### config.mk
export PLATFORM = sky130hd
export DESIGN_NAME = text_overlay_ctrl
export DESIGN_NICKNAME = d
export VERILOG_FILES = /design/src/rtl/text_overlay_pkg.sv /design/src/rtl/text_overlay_ctrl_frame_timer.sv /design/src/rtl/text_overlay_ctrl.sv
export SDC_FILE = /design/constraint.sdc
export NUM_CORES = 1
export LEC_CHECK = 0
export CAP_MARGIN = 20
export CORE_AREA = 2 2 66 68
export DETAILED_ROUTE_END_ITERATION = 7
export DIE_AREA = 0 0 68 70
export PLACE_DENSITY = 0.78
export SYNTH_ARGS = -nofsm -noshare
export SYNTH_HDL_FRONTEND = slang
export SYNTH_HIERARCHICAL = 1
export SYNTH_SLANG_ARGS = --single-unit
### constraint.sdc
create_clock -name clk -period 2.75 [get_ports clk]
set_input_delay 0.4125 -clock clk [delete_from_list [all_inputs] [get_ports clk]]
set_output_delay 0.4125 -clock clk [all_outputs]
set_load 0.01 [all_outputs]
### src/rtl/text_overlay_pkg.sv
`default_nettype none
// ============================================================================
// Module      : text_overlay_pkg
// Description : Shared state encoding, colour width and colour helpers for
//               the VGA text-overlay compositor.
// Revision    : 1.0 - initial release
// ============================================================================
package text_overlay_pkg;

    localparam int RGB_W = 12;

    typedef logic [1:0] state_t;

    localparam state_t ST_TITLE = 2'd0;
    localparam state_t ST_PLAY  = 2'd1;
    localparam state_t ST_RESET = 2'd2;

    localparam logic [RGB_W-1:0] SHADOW_RGB = 12'h444;

    // Dim a colour by dropping one bit from each 4-bit channel.
    function automatic logic [RGB_W-1:0] halve_rgb(input logic [RGB_W-1:0] c);
        return {1'b0, c[11:9], 1'b0, c[7:5], 1'b0, c[3:1]};
    endfunction

endpackage
`default_nettype wire

### src/rtl/text_overlay_ctrl_frame_timer.sv
`default_nettype none
// ============================================================================
// Module      : frame_timer
// Description : Frame strobe generation plus the frame counter, blink counter
//               and blink phase used while the RESETTING banner is shown.
// Revision    : 1.0 - initial release
// ============================================================================
module frame_timer #(
    parameter int BLINK_FRAMES = 16,
    parameter int FRAME_LINE   = 480
) (
    input  logic       clk,
    input  logic       reset_n,
    input  logic       pixel_tick,
    input  logic [9:0] pixel_x,
    input  logic [9:0] pixel_y,
    input  logic       timer_clear,
    input  logic       timer_step,
    input  logic       frame_restart,
    output logic       frame_stb,
    output logic [7:0] frame_cnt,
    output logic       blink_phase
);

    localparam logic [9:0] C_FRAME_LINE = 10'(FRAME_LINE);
    localparam logic [7:0] C_BLINK_LAST = 8'(BLINK_FRAMES - 1);

    logic [7:0] r_frame_cnt;
    logic [7:0] r_blink_cnt;
    logic       r_phase;

    assign frame_stb   = pixel_tick & (pixel_x == 10'd0) & (pixel_y == C_FRAME_LINE);
    assign frame_cnt   = r_frame_cnt;
    assign blink_phase = r_phase;

    always_ff @(posedge clk or negedge reset_n) begin
        if (!reset_n) begin
            r_frame_cnt <= 8'd0;
            r_blink_cnt <= 8'd0;
            r_phase     <= 1'b1;
        end else if (timer_clear) begin
            r_frame_cnt <= 8'd0;
            r_blink_cnt <= 8'd0;
            r_phase     <= 1'b1;
        end else if (timer_step) begin
            // A re-requested reset restarts the hold time but not the blink cadence.
            if (frame_restart)
                r_frame_cnt <= 8'd0;
            else if (r_frame_cnt != 8'hFF)
                r_frame_cnt <= r_frame_cnt + 8'd1;

            if (r_blink_cnt == C_BLINK_LAST) begin
                r_blink_cnt <= 8'd0;
                r_phase     <= ~r_phase;
            end else begin
                r_blink_cnt <= r_blink_cnt + 8'd1;
            end
        end
    end

endmodule
`default_nettype wire

### src/rtl/text_overlay_ctrl.sv
`default_nettype none
// ============================================================================
// Module      : text_overlay_ctrl
// Description : Composites title / RESETTING banners over the board RGB stream
//               and sequences banner visibility on frame boundaries.
//               Optional macro TEXT_SHADOW_EN adds a 1-pixel text drop shadow.
// Revision    : 1.0 - initial release
// ============================================================================
module text_overlay_ctrl
    import text_overlay_pkg::*;
#(
    parameter int               BLINK_FRAMES = 16,
    parameter int               MIN_FRAMES   = 60,
    parameter int               FRAME_LINE   = 480,
    parameter logic [RGB_W-1:0] TEXT_RGB     = 12'hFF0,
    parameter logic [RGB_W-1:0] BG_RGB       = 12'h000
) (
    input  logic             clk,
    input  logic             reset_n,
    input  logic             pixel_tick,
    input  logic             video_on,
    input  logic [9:0]       pixel_x,
    input  logic [9:0]       pixel_y,
    input  logic [RGB_W-1:0] board_rgb,
    input  logic             title_on,
    input  logic             resetting_on,
    input  logic             start_btn,
    input  logic             reset_req,
    input  logic             board_ready,
    output logic [RGB_W-1:0] rgb,
    output logic [1:0]       state_o,
    output logic             reset_busy
);

    localparam logic [7:0] C_MIN_LAST = 8'(MIN_FRAMES - 1);

    state_t           r_state;
    logic             r_busy;
    logic             r_start_pend;
    logic             r_reset_pend;
    logic [RGB_W-1:0] r_rgb;

    logic             w_frame_stb;
    logic [7:0]       w_frame_cnt;
    logic             w_phase;
    logic             w_start_any;
    logic             w_reset_any;
    logic             w_min_met;
    logic             w_timer_clear;
    logic             w_timer_step;
    logic             w_text_bit;
    logic [RGB_W-1:0] w_base;
    logic [RGB_W-1:0] w_pix;

    // A pulse arriving on the strobe clock itself counts as already pending.
    assign w_start_any   = r_start_pend | start_btn;
    assign w_reset_any   = r_reset_pend | reset_req;
    assign w_min_met     = (w_frame_cnt >= C_MIN_LAST);
    assign w_timer_clear = w_frame_stb & (r_state == ST_PLAY) & w_reset_any;
    assign w_timer_step  = w_frame_stb & (r_state == ST_RESET);

    frame_timer #(
        .BLINK_FRAMES (BLINK_FRAMES),
        .FRAME_LINE   (FRAME_LINE)
    ) u_frame_timer (
        .clk           (clk),
        .reset_n       (reset_n),
        .pixel_tick    (pixel_tick),
        .pixel_x       (pixel_x),
        .pixel_y       (pixel_y),
        .timer_clear   (w_timer_clear),
        .timer_step    (w_timer_step),
        .frame_restart (w_reset_any),
        .frame_stb     (w_frame_stb),
        .frame_cnt     (w_frame_cnt),
        .blink_phase   (w_phase)
    );

    always_ff @(posedge clk or negedge reset_n) begin
        if (!reset_n) begin
            r_state      <= ST_TITLE;
            r_busy       <= 1'b0;
            r_start_pend <= 1'b0;
            r_reset_pend <= 1'b0;
        end else begin
            case (r_state)
                ST_TITLE: begin
                    r_reset_pend <= 1'b0;
                    if (w_frame_stb && w_start_any) begin
                        r_state      <= ST_PLAY;
                        r_start_pend <= 1'b0;
                    end else if (start_btn) begin
                        r_start_pend <= 1'b1;
                    end
                end
                ST_PLAY: begin
                    r_start_pend <= 1'b0;
                    if (w_frame_stb && w_reset_any) begin
                        r_state      <= ST_RESET;
                        r_busy       <= 1'b1;
                        r_reset_pend <= 1'b0;
                    end else if (reset_req) begin
                        r_reset_pend <= 1'b1;
                    end
                end
                ST_RESET: begin
                    r_start_pend <= 1'b0;
                    if (w_frame_stb) begin
                        r_reset_pend <= 1'b0;
                        if (!w_reset_any && board_ready && w_min_met) begin
                            r_state <= ST_PLAY;
                            r_busy  <= 1'b0;
                        end
                    end else if (reset_req) begin
                        r_reset_pend <= 1'b1;
                    end
                end
                default: begin
                    r_state      <= ST_TITLE;
                    r_busy       <= 1'b0;
                    r_start_pend <= 1'b0;
                    r_reset_pend <= 1'b0;
                end
            endcase
        end
    end

`ifdef TEXT_SHADOW_EN
    logic r_prev_on;
    logic w_prev_eff;

    // The left edge never inherits a shadow from the previous line.
    assign w_prev_eff = r_prev_on & (pixel_x != 10'd0);

    always_ff @(posedge clk or negedge reset_n) begin
        if (!reset_n)
            r_prev_on <= 1'b0;
        else if (pixel_tick)
            r_prev_on <= w_text_bit & video_on;
    end
`endif

    always_comb begin
        w_text_bit = 1'b0;
        w_base     = BG_RGB;
        case (r_state)
            ST_TITLE: begin
                w_text_bit = title_on;
                w_base     = BG_RGB;
            end
            ST_PLAY: begin
                w_base     = board_rgb;
            end
            ST_RESET: begin
                w_text_bit = resetting_on & w_phase;
                w_base     = halve_rgb(board_rgb);
            end
            default: begin
                w_base     = BG_RGB;
            end
        endcase

        w_pix = w_text_bit ? TEXT_RGB : w_base;
`ifdef TEXT_SHADOW_EN
        if (!w_text_bit && w_prev_eff)
            w_pix = SHADOW_RGB;
`endif
        if (!video_on)
            w_pix = '0;
    end

    always_ff @(posedge clk or negedge reset_n) begin
        if (!reset_n)
            r_rgb <= '0;
        else
            r_rgb <= w_pix;
    end

    assign rgb        = r_rgb;
    assign state_o    = r_state;
    assign reset_busy = r_busy;

endmodule
`default_nettype wire

# Word-level counts from Yosys, hierarchy flattened

Cells that the tools add are included.

Flip-flop bits (word level): 34
Output and inout port bits: 15

Add/subtract/negate cells: 2
$lt $le $gt $ge: 1
Equality and inequality tests: 10
Multiplexer cells: 30
Bitwise logic cells: 10
Reductions and logical operators: 14

Operators by type and width:

| operator              | number |
|---|---|
| $mux W8               | 7 |
| $mux W12              | 2 |
| $pmux W12 S2          | 1 |
| $add A8 B1 Y8 const B | 2 |
| $mux W1               | 12 |
| $eq A10 B9 Y1 const B | 1 |
| $logic_not A10 Y1     | 1 |
| $eq A8 B4 Y1 const B  | 1 |
| $ge A8 B6 Y1 const B  | 1 |
| $mux W2               | 4 |
| $ne A8 B8 Y1 const B  | 1 |
| $reduce_and A4 Y1     | 2 |
| $and A1 B1 Y1         | 6 |
| $pmux W2 S3           | 1 |
| $logic_and A1 B1 Y1   | 4 |
| $ne A2 B1 Y1 const B  | 2 |
| $ne A2 B2 Y1 const B  | 2 |
| $pmux W1 S2           | 2 |
| $reduce_and A2 Y1     | 2 |
| $reduce_bool A2 Y1    | 2 |
| $ne A3 B3 Y1 const B  | 1 |
| $pmux W1 S3           | 1 |
| $reduce_bool A3 Y1    | 1 |
| $eq A2 B1 Y1 const B  | 1 |
| other kinds (5)       | 7 |

# Depth between registers and ports, before layout

Gate-level depths: netlist of run 1.

Depth in word-level cells: 7
Gate-level depth with buffers: 11
Gate-level depth less buffers: 9

# Cells and area by module

The synthesis of run 1 kept the hierarchy.

Modules (own cells, without submodules):

| module            | times used | cells an instance | area an instance (µm²) | seq. area each (µm²) |
|---|---|---|---|---|
| frame_timer       | 1          | 106               | 982.2                  | 426.7 |
| text_overlay_ctrl | 1          | 79                | 864.6                  | 425.4 |

# Least setup slack after synthesis of run 1

Ideal clock, no wire load.

Kind: in2reg
Start point: in pixel_y[3]
End point: reg u_frame_timer.r_frame_cnt[7], in the netlist u_frame_timer/frame_cnt[7]
Setup time: 121 ps
Arrival: 2457 ps
Path slack: 172 ps
Cell stages on the path: 8
Path through: or4b_1 -> nor4_1 -> and2_2 -> buf_4 -> nor2_1 -> a31o_2 -> o21bai_1 -> a22o_1

Elaborated cells between the ends (all ways): 9
Classes of those cells: 1 x eq/ne; 1 x mux; 4 x bitwise; 3 x reduce/logical

RTL lines:

| element                             | line                                | RTL |
|---|---|---|
| start: declaration                  | text_overlay_ctrl.sv:23             | `input logic [9:0] pixel_y,` |
| $eq A10 B9 Y1                       | text_overlay_ctrl_frame_timer.sv:32 | `assign frame_stb = pixel_tick & (pixel_x == 10'd0) & (pixel_y == C_FRAME_LINE);` |
| $and A1 B1 Y1                       | text_overlay_ctrl_frame_timer.sv:32 |  |
| net w_frame_stb                     | text_overlay_ctrl.sv:43             | `logic w_frame_stb;` |
| $and A1 B1 Y1                       | text_overlay_ctrl.sv:60             | `assign w_timer_step = w_frame_stb & (r_state == ST_RESET);` |
| net w_timer_step                    | text_overlay_ctrl.sv:50             | `logic w_timer_step;` |
| $reduce_bool A2 Y1 (no source line) | -                                   |  |
| $reduce_and A2 Y1 (no source line)  | -                                   |  |
| end signal: assignment              | text_overlay_ctrl_frame_timer.sv:50 | `r_frame_cnt <= r_frame_cnt + 8'd1;` |
| end: declaration                    | text_overlay_ctrl_frame_timer.sv:28 | `logic [7:0] r_frame_cnt;` |

The timed path passes the listed nets, and every way through them passes these cells.
A chain may end at the register's enable or synchronous reset.

# Worst setup path in the final report of run 1

Start point: in pixel_y[3]
End point: reg u_frame_timer.r_frame_cnt[7], in the netlist u_frame_timer/frame_cnt[7]

Cells in the longest elaborated chain, start to end: 6
Elaborated cells between the ends (all ways): 9
Classes of those cells: 1 x eq/ne; 1 x mux; 4 x bitwise; 3 x reduce/logical

RTL lines:

| element                                                                          | line                                | RTL |
|---|---|---|
| $eq A10 B9 Y1 *                                                                  | text_overlay_ctrl_frame_timer.sv:32 |  |
| $and A1 B1 Y1 *                                                                  | text_overlay_ctrl_frame_timer.sv:32 |  |
| net w_frame_stb                                                                  | text_overlay_ctrl.sv:43             |  |
| $and A1 B1 Y1 * (2 in a row)                                                     | text_overlay_ctrl.sv:59             | `assign w_timer_clear = w_frame_stb & (r_state == ST_PLAY) & w_reset_any;` |
| net w_timer_clear                                                                | text_overlay_ctrl.sv:49             | `logic w_timer_clear;` |
| $reduce_bool A3 Y1 (no source line) / $reduce_bool A2 Y1 (equally long branches) | -                                   |  |
| $reduce_and A2 Y1 (no source line)                                               | -                                   |  |

Mark *: on every way through the listed nets, which the timed path passes. The rest lies on a longest branch.

==> key figures, run 1 <==
Status
  – Status: completed

Clock tree
  – Clock root buffer: clkbuf_8
  – Largest buffer count on any clock path: 2
  – Clock buffers created by TritonCTS: 5
  – Gates resized, CTS repair: 0
  – Number of hold buffers added after CTS: 0
  – H-Tree Depth: 2
  – Buffers inserted by post-CTS timing repair: 0
  – Clock latency at the later pin of the worst-skew pair: 290 ps
  – Clock-pin slew on the worst setup and hold paths: 80 ps
  – Clock net sink count: 34
  – TritonCTS clock tree: yes

Placed design
  – Cell area after placement: 2500 µm²
  – Cells after DPL: 295
  – Detailed Place HPWL: 3270 µm
  – Worst setup timing slack at the placement stage: -7.43 ps
  – PortBufs: 55
  – Weighted congestion at the end of routability-driven global placement: 0.833

Worst hold path
  – Worst Hold Class: flop to flop

Critical path
  – Type of the worst setup path: input port to flop
  – Worst-case register-to-register setup slack: 650 ps
  – Critical Path, Cell by Cell: clkdlybuf4s50_1 > or4b_1 > nor4_1 > buf_4 > and3_2 > nor2_1 > a31o_2 > o21bai_1 > a22o_1
  – CP Buf/Inv Count: 2
  – Category of the worst setup path launch point: input port
  – Required time at the worst-slack endpoint: 2920 ps
  – Crit-path max FO: 6
  – Kind of end point of the critical path: flop
  – CP top delay family: simple AND/OR/NAND/NOR gates
  – Cell with the largest stage delay on the worst path: or4b_1
  – Worst path arrival time: 2630 ps
  – Stage delay of the slowest cell on the critical path: 520 ps

Logic synthesis
  – Top_reg_cell synth: dfrtp_1
  – Average size of a mapped cell: 9.98 µm²
  – Most frequent cells after synthesis: 33 x dfrtp_1, 19 x nand2_1, 19 x nor2_1, 9 x a22oi_1, 8 x nand3_1
  – Yosys top cell area share: 0.447
  – Cell type contributing the most total cell area after synthesis: dfrtp_1
  – Post-synthesis mux area share: 0.0359
  – Number of flops mapped to enable cells by yosys: 0
  – Fraction of registers with async set or reset after synthesis: 1.00
  – Number of synthesized register bits: 34
  – Count of yosys warnings during synthesis: 6
  – Post-synth net total: 233
  – Cell area after synthesis: 1850 µm²
  – Dominant cell by count in the synthesized netlist: dfrtp_1
  – Area fraction in compound gates after synthesis: 0.147
  – Post-Synth Simple-Gate Area: 0.237
  – Xor and xnor area share after synthesis: 0.0427
  – Synth Area in Adders: 0.0474
  – Cell types with the largest area share after synthesis: dfrtp_1 45%, ha_1 4.7%, nand2_1 3.9%
  – Largest family of logic cells by synthesized area: simple AND/OR/NAND/NOR gates
  – Number of cells produced by synthesis: 185
  – Cell variety after synth: 51
  – Share of the yosys chip area belonging to registers: 0.461

Route
  – Routed via count divided by cell count: 5.32
  – Total Routed Length: 4290 µm
  – Residual antenna-violating net count after detailed routing: 0
  – Average wire per standard cell: 14.1 µm
  – Detailed-route DRC error count: 0
  – Iteration-0 DRC Markers: 102
  – Count of vias placed by the detailed router: 1612
  – Drt pass-1 iters: 5

Power and ir drop
  – Leak: 0.00113 µW
  – Peak supply drop: 345 µV
  – Power Density: 660 nW/µm²

Timing
  – Achievable Freq: 408 MHz
  – Max transition margin: 0.706
  – Post-route minimum period: 2450 ps
  – Setup repair after global routing missed its margin: no
  – Clock Skew: 12.5 ps
  – Final worst path period share: 0.892
  – Final worst-path setup slack: 297 ps
  – Number of hold-slack violations in the final timing report: 0
  – # setup viols final: 0
  – Worst-Margin Slew: 442 ps
  – Final slew viol count: 0

Global route
  – Global route overflow: 0
  – Via count of the first global-routing pass: 1696
  – Maximum number of pins on one net before global-route repair: 35
  – GRT Overall Usage: 0.209
  – Wire length of the first global-routing pass: 7580 µm
  – Initial antenna violation count: 0

Finish
  – Number of inserted filler cells in the final layout: 348
  – Share of cells above drive strength 1: 0.131
  – Register Area: 852 µm²
  – Footprint of the multi-input gates: 942 µm²
  – Signed area change from the synthesized netlist to the final layout: 40.3%
  – Number of nets in the layout: 298
  – Antenna Diode Count: 0
  – Post-route cell area: 2590 µm²
  – Final cell count without fillers: 303

Run
  – Max Cap Violations: 0

Die
  – IO Count: 56
  – # rows: 24
  – Std-Cell Core Area: 4140 µm²
  – Die Y: 70 µm
  – Width of the chip: 68 µm
  – Starting utilization of the core area: 0.446
  – Die ar.: 4760 µm²
-- per-stage QoR --
| stage | util | total power [µW] | hold slack, ps | TNS, ps |
|---|---|---|---|---|
| 2_1_floorplan | - | 1020 | 117 | 0 |
| 3_3_place_gp | 0.603 | 1310 | 508 | 0 |
| 3_5_place_dp | 0.603 | 1340 | 489 | -11.2 |
| 4_1_cts | 0.625 | 1720 | 517 | 0 |
| 5_1_grt | 0.625 | 1820 | 540 | 0 |
| 6_report | 0.625 | 1710 | 508 | 0 |
-- cell type report --
type                            instances  area share
Inverter                                4     0.00579
Multi-Input combinational cell        140       0.364
Clock inverter                          1     0.00193
Clock buffer                            7      0.0333
Sequential cell                        34       0.329
Timing Repair Buffer                   65       0.241
Tap cell                               52      0.0251
-- worst paths after layout --
path                         startpoint                         end  cells past startpoint
setup reg to reg           r_reset_pend  u_frame_timer/frame_cnt[5]                      8
setup / recovery             pixel_y[3]  u_frame_timer/frame_cnt[7]                      9
min in group asynchronous       reset_n                      rgb[2]                      2
max in group asynchronous       reset_n   u_frame_timer/blink_phase                      2
hold reg to reg              reset_busy                  reset_busy                      1
hold / removal               reset_busy                  reset_busy                      1
-- power by group --
part / switching (µW) / internal, µW
Combinational: 335 / 360
Clock: 184 / 202
Sequential: 43.0 / 586
-- cell families after synthesis --
family	count (synthesis)
AOI/OAI and AO/OA	37
xor gates and xnor gates	9
adders and majority gates	7
buffers and inverters	11
DFF	34
muxes	6
and+or+nand+nor	81
-- registers in the layout, indices dropped and copies added, names as in the netlist --
| signal | flops |
|---|---|
| state_o | 2 |
| u_frame_timer/blink_phase | 1 |
| rgb | 12 |
| u_frame_timer/r_blink_cnt | 8 |
| u_frame_timer/frame_cnt | 8 |
| reset_busy | 1 |
| r_start_pend | 1 |
| r_reset_pend | 1 |
-- per-layer routing --
layer  part of all wire  vias to the layer above  routed length [µm]  global-route usage
met5                  0                        -                   0                   0
met4              0.012                        0                  51              0.0733
li1                   -                      793                   -                   -
met3              0.049                        4                 210              0.0499
met2               0.51                       48                2210               0.344
met1               0.42                      767                1820               0.261
-- layout by cell type (no fill, tap or decap), types with 3 or more instances in the layout --
master,n
clkdlybuf4s50_1,55
dfrtp_1,33
nor2_1,19
nand2_1,19
buf_4,10
a22oi_1,9
nand3_1,8
ha_1,7
o21ai_0,6
clkbuf_8,6
xor2_1,6
nor3_1,5
inv_1,4
o21ai_1,4
mux2i_1,4
nor4_1,4
nand2b_1,3
nand4_1,3
xnor2_1,3
Power figures use the tool's default switching activity.
==> inputs of run 2 (changes only) <==
--- a/config.mk
+++ b/config.mk
@@ -10,6 +10,7 @@
 export DETAILED_ROUTE_END_ITERATION = 7
 export DIE_AREA = 0 0 68 70
 export PLACE_DENSITY = 0.78
+export SKIP_CTS_REPAIR_TIMING = 1
 export SYNTH_ARGS = -nofsm -noshare
 export SYNTH_HDL_FRONTEND = slang
 export SYNTH_HIERARCHICAL = 1
==> results of run 2 <==
The final DEF is identical to that of run 1; final timing and power are the same.
==> inputs of run 3 (changes only) <==
--- a/config.mk
+++ b/config.mk
@@ -5,11 +5,13 @@
 export SDC_FILE = /design/constraint.sdc
 export NUM_CORES = 1
 export LEC_CHECK = 0
+export ABC_CLOCK_PERIOD_IN_PS = 2750
 export CAP_MARGIN = 20
-export CORE_AREA = 2 2 66 68
+export CORE_AREA = 2 2 59 61
 export DETAILED_ROUTE_END_ITERATION = 7
-export DIE_AREA = 0 0 68 70
-export PLACE_DENSITY = 0.78
+export DIE_AREA = 0 0 61 63
+export DONT_BUFFER_PORTS = 1
+export PLACE_DENSITY = 0.73
 export SKIP_CTS_REPAIR_TIMING = 1
 export SYNTH_ARGS = -nofsm -noshare
 export SYNTH_HDL_FRONTEND = slang
==> constraint.sdc (replaced) <==
create_clock -name clk -period 2.75 [get_ports clk]
set_input_delay 0.275 -clock clk [delete_from_list [all_inputs] [get_ports clk]]
set_output_delay 0.275 -clock clk [all_outputs]
set_load 0.01 [all_outputs]
==> key figures, run 3 (same netlist as run 1, synthesis figures left out) <==
Finish
  – Final core occ: 0.619 (was 0.625)
  – Final cell count without fillers: 237 (was 303)
  – Share of cells above drive strength 1: 0.147 (was 0.131)
  – Signed area change from the synthesized netlist to the final layout: 8.40% (was 40.3%)
  – Leading cell type in the layout, fill and taps excluded: dfrtp_1 (was clkdlybuf4s50_1)
  – Flip-flop count of the largest register, all copies and words added: 12 (unchanged)
  – Antenna Diode Count: 0 (unchanged)
  – Most used cells in the layout excluding fill and tap cells: 33 x dfrtp_1, 19 x nor2_1, 19 x nand2_1, 9 x a22oi_1, 8 x nand3_1 (was 55 x clkdlybuf4s50_1, 33 x dfrtp_1, 19 x nor2_1, 19 x nand2_1, 10 x buf_4)
  – Number of nets in the layout: 238 (was 298)

Timing
  – Final worst path period share: 0.760 (was 0.892)
  – Number of hold-slack violations in the final timing report: 0 (unchanged)
  – Setup repair after global routing missed its margin: no (unchanged)
  – Sum Neg Setup Slack: 0 ps (unchanged)
  – Achievable Freq: 479 MHz (was 408 MHz)
  – Post-route minimum period: 2090 ps (was 2450 ps)
  – Clock Skew: 7.82 ps (was 12.5 ps)
  – Worst-Margin Slew: 400 ps (was 442 ps)
  – # setup viols final: 0 (unchanged)
  – Final worst-path setup slack: 660 ps (was 297 ps)
  – Max transition margin: 0.731 (was 0.706)
  – Final slew viol count: 0 (unchanged)

Worst hold path
  – Worst Hold Class: input port to flop (was flop to flop)
  – Number of cells on the worst hold path: 2 (was 1)
  – End of the worst hold path: rgb[11] (was reset_busy)
  – Hold path startpoint: board_rgb[11] (was reset_busy)

Placed design
  – Weighted congestion at the end of routability-driven global placement: 0.799 (was 0.833)
  – PortBufs: 0 (was 55)
  – Cells after DPL: 227 (was 295)
  – Worst setup timing slack at the placement stage: 318 ps (was -7.43 ps)
  – Detailed Place HPWL: 2760 µm (was 3270 µm)

Die
  – # rows: 21 (was 24)
  – Width of the chip: 61 µm (was 68 µm)
  – Die Y: 63 µm (was 70 µm)
  – Std-Cell Core Area: 3230 µm² (was 4140 µm²)
  – Starting utilization of the core area: 0.571 (was 0.446)
  – Die ar.: 3840 µm² (was 4760 µm²)
  – IO Count: 56 (unchanged)

Critical path
  – Category of the worst setup path launch point: input port (unchanged)
  – Destination of the worst register-to-register timing path: u_frame_timer/frame_cnt[5] (unchanged)
  – Count of cells along the worst register-to-register path: 7 (was 8)
  – Crit-path max FO: 14 (was 6)
  – Required time at the worst-slack endpoint: 2990 ps (was 2920 ps)
  – Worst-case register-to-register setup slack: 770 ps (was 650 ps)
  – Type of the worst setup path: input port to flop (unchanged)
  – Worst path arrival time: 2330 ps (was 2630 ps)
  – Kind of end point of the critical path: flop (unchanged)
  – Beginning of the worst register-to-register path: state_o[1] (was r_reset_pend)

Route
  – Residual antenna-violating net count after detailed routing: 0 (unchanged)
  – Routed via count divided by cell count: 5.96 (was 5.32)
  – Average wire per standard cell: 15.9 µm (was 14.1 µm)
  – Drt pass-1 iters: 4 (was 5)
  – Total Routed Length: 3770 µm (was 4290 µm)
  – Count of vias placed by the detailed router: 1412 (was 1612)
  – Iteration-0 DRC Markers: 50 (was 102)
  – Detailed-route DRC error count: 0 (unchanged)

Global route
  – Wire length of the first global-routing pass: 6380 µm (was 7580 µm)
  – Via count of the first global-routing pass: 1446 (was 1696)
  – Initial antenna violation count: 0 (unchanged)
  – Maximum number of pins on one net before global-route repair: 35 (unchanged)
  – Global route overflow: 0 (unchanged)
  – GRT Overall Usage: 0.221 (was 0.209)

Clock tree
  – Clock root buffer: clkbuf_4 (was clkbuf_8)
  – TritonCTS clock tree: yes (unchanged)
  – Clock buffers created by TritonCTS: 5 (unchanged)
  – H-Tree Depth: 2 (unchanged)
  – Clock-pin slew on the worst setup and hold paths: 110 ps (was 80 ps)
  – Clock latency at the later pin of the worst-skew pair: 350 ps (was 290 ps)
  – Largest buffer count on any clock path: 2 (unchanged)
  – Clock net sink count: 34 (unchanged)

Power and ir drop
  – Power Density: 744 nW/µm² (was 660 nW/µm²)
  – Total Power Consumption: 1490 µW (was 1710 µW)
  – Peak supply drop: 655 µV (was 345 µV)
  – Leak: 0.000887 µW (was 0.00113 µW)

Run
  – Max Cap Violations: 0 (unchanged)

Status
  – Status: completed (unchanged)
## run 3: through the flow
stage | cell area [µm²] | hold slack, ps
floorplan | 1850 | -20.6
CTS | 1970 | -409
global placement | 1890 | -19.6
detailed placement | 1890 | -19.7
finish | 2000 | 62.4
global route | 2000 | 36.2
## run 3: how the worst max path moves through the flow
stage               startpoint                         end  depth (start not counted)
global route        pixel_y[3]  u_frame_timer/frame_cnt[7]                          7
finish              pixel_y[3]  u_frame_timer/frame_cnt[7]                          7
floorplan           pixel_y[3]  u_frame_timer/frame_cnt[7]                          8
detailed placement  pixel_y[3]  u_frame_timer/frame_cnt[7]                          7
CTS                 pixel_y[3]  u_frame_timer/frame_cnt[7]                          7
global placement    pixel_y[3]  u_frame_timer/frame_cnt[7]                          7
## run 3: worst max-delay path, stage by stage
cell and delay (ps):
or4b_1 520, nor4_1 380, and3_2 410, nor2_1 110, a31o_2 290, o21bai_1 150
a22o_1 180
## run 3: area by class of cell
class	count	area, µm²
clock buffer	5	37.5
clock inverter	3	45.0
fill	276	1230
inverter	4	15.0
multi-input combinational	140	942
sequential	34	852
tap	46	57.6
timing repair buffer	5	52.6
## run 3: routing by layer
| metal | part of all wire | global-route usage | vias up |
|---|---|---|---|
| met5 | 0 | 0 | - |
| met4 | 0.017 | 0.0734 | 0 |
| met3 | 0.062 | 0.0787 | 6 |
| met2 | 0.49 | 0.336 | 46 |
| met1 | 0.43 | 0.292 | 681 |
| li1 | - | - | 679 |
## run 3: where the power goes
part	leakage, µW	switching (µW)	total (µW)	internal (µW)
logic	0.000390	253	442	188
registers	0.000460	88.9	675	586
clock network	0.0000374	183	373	191
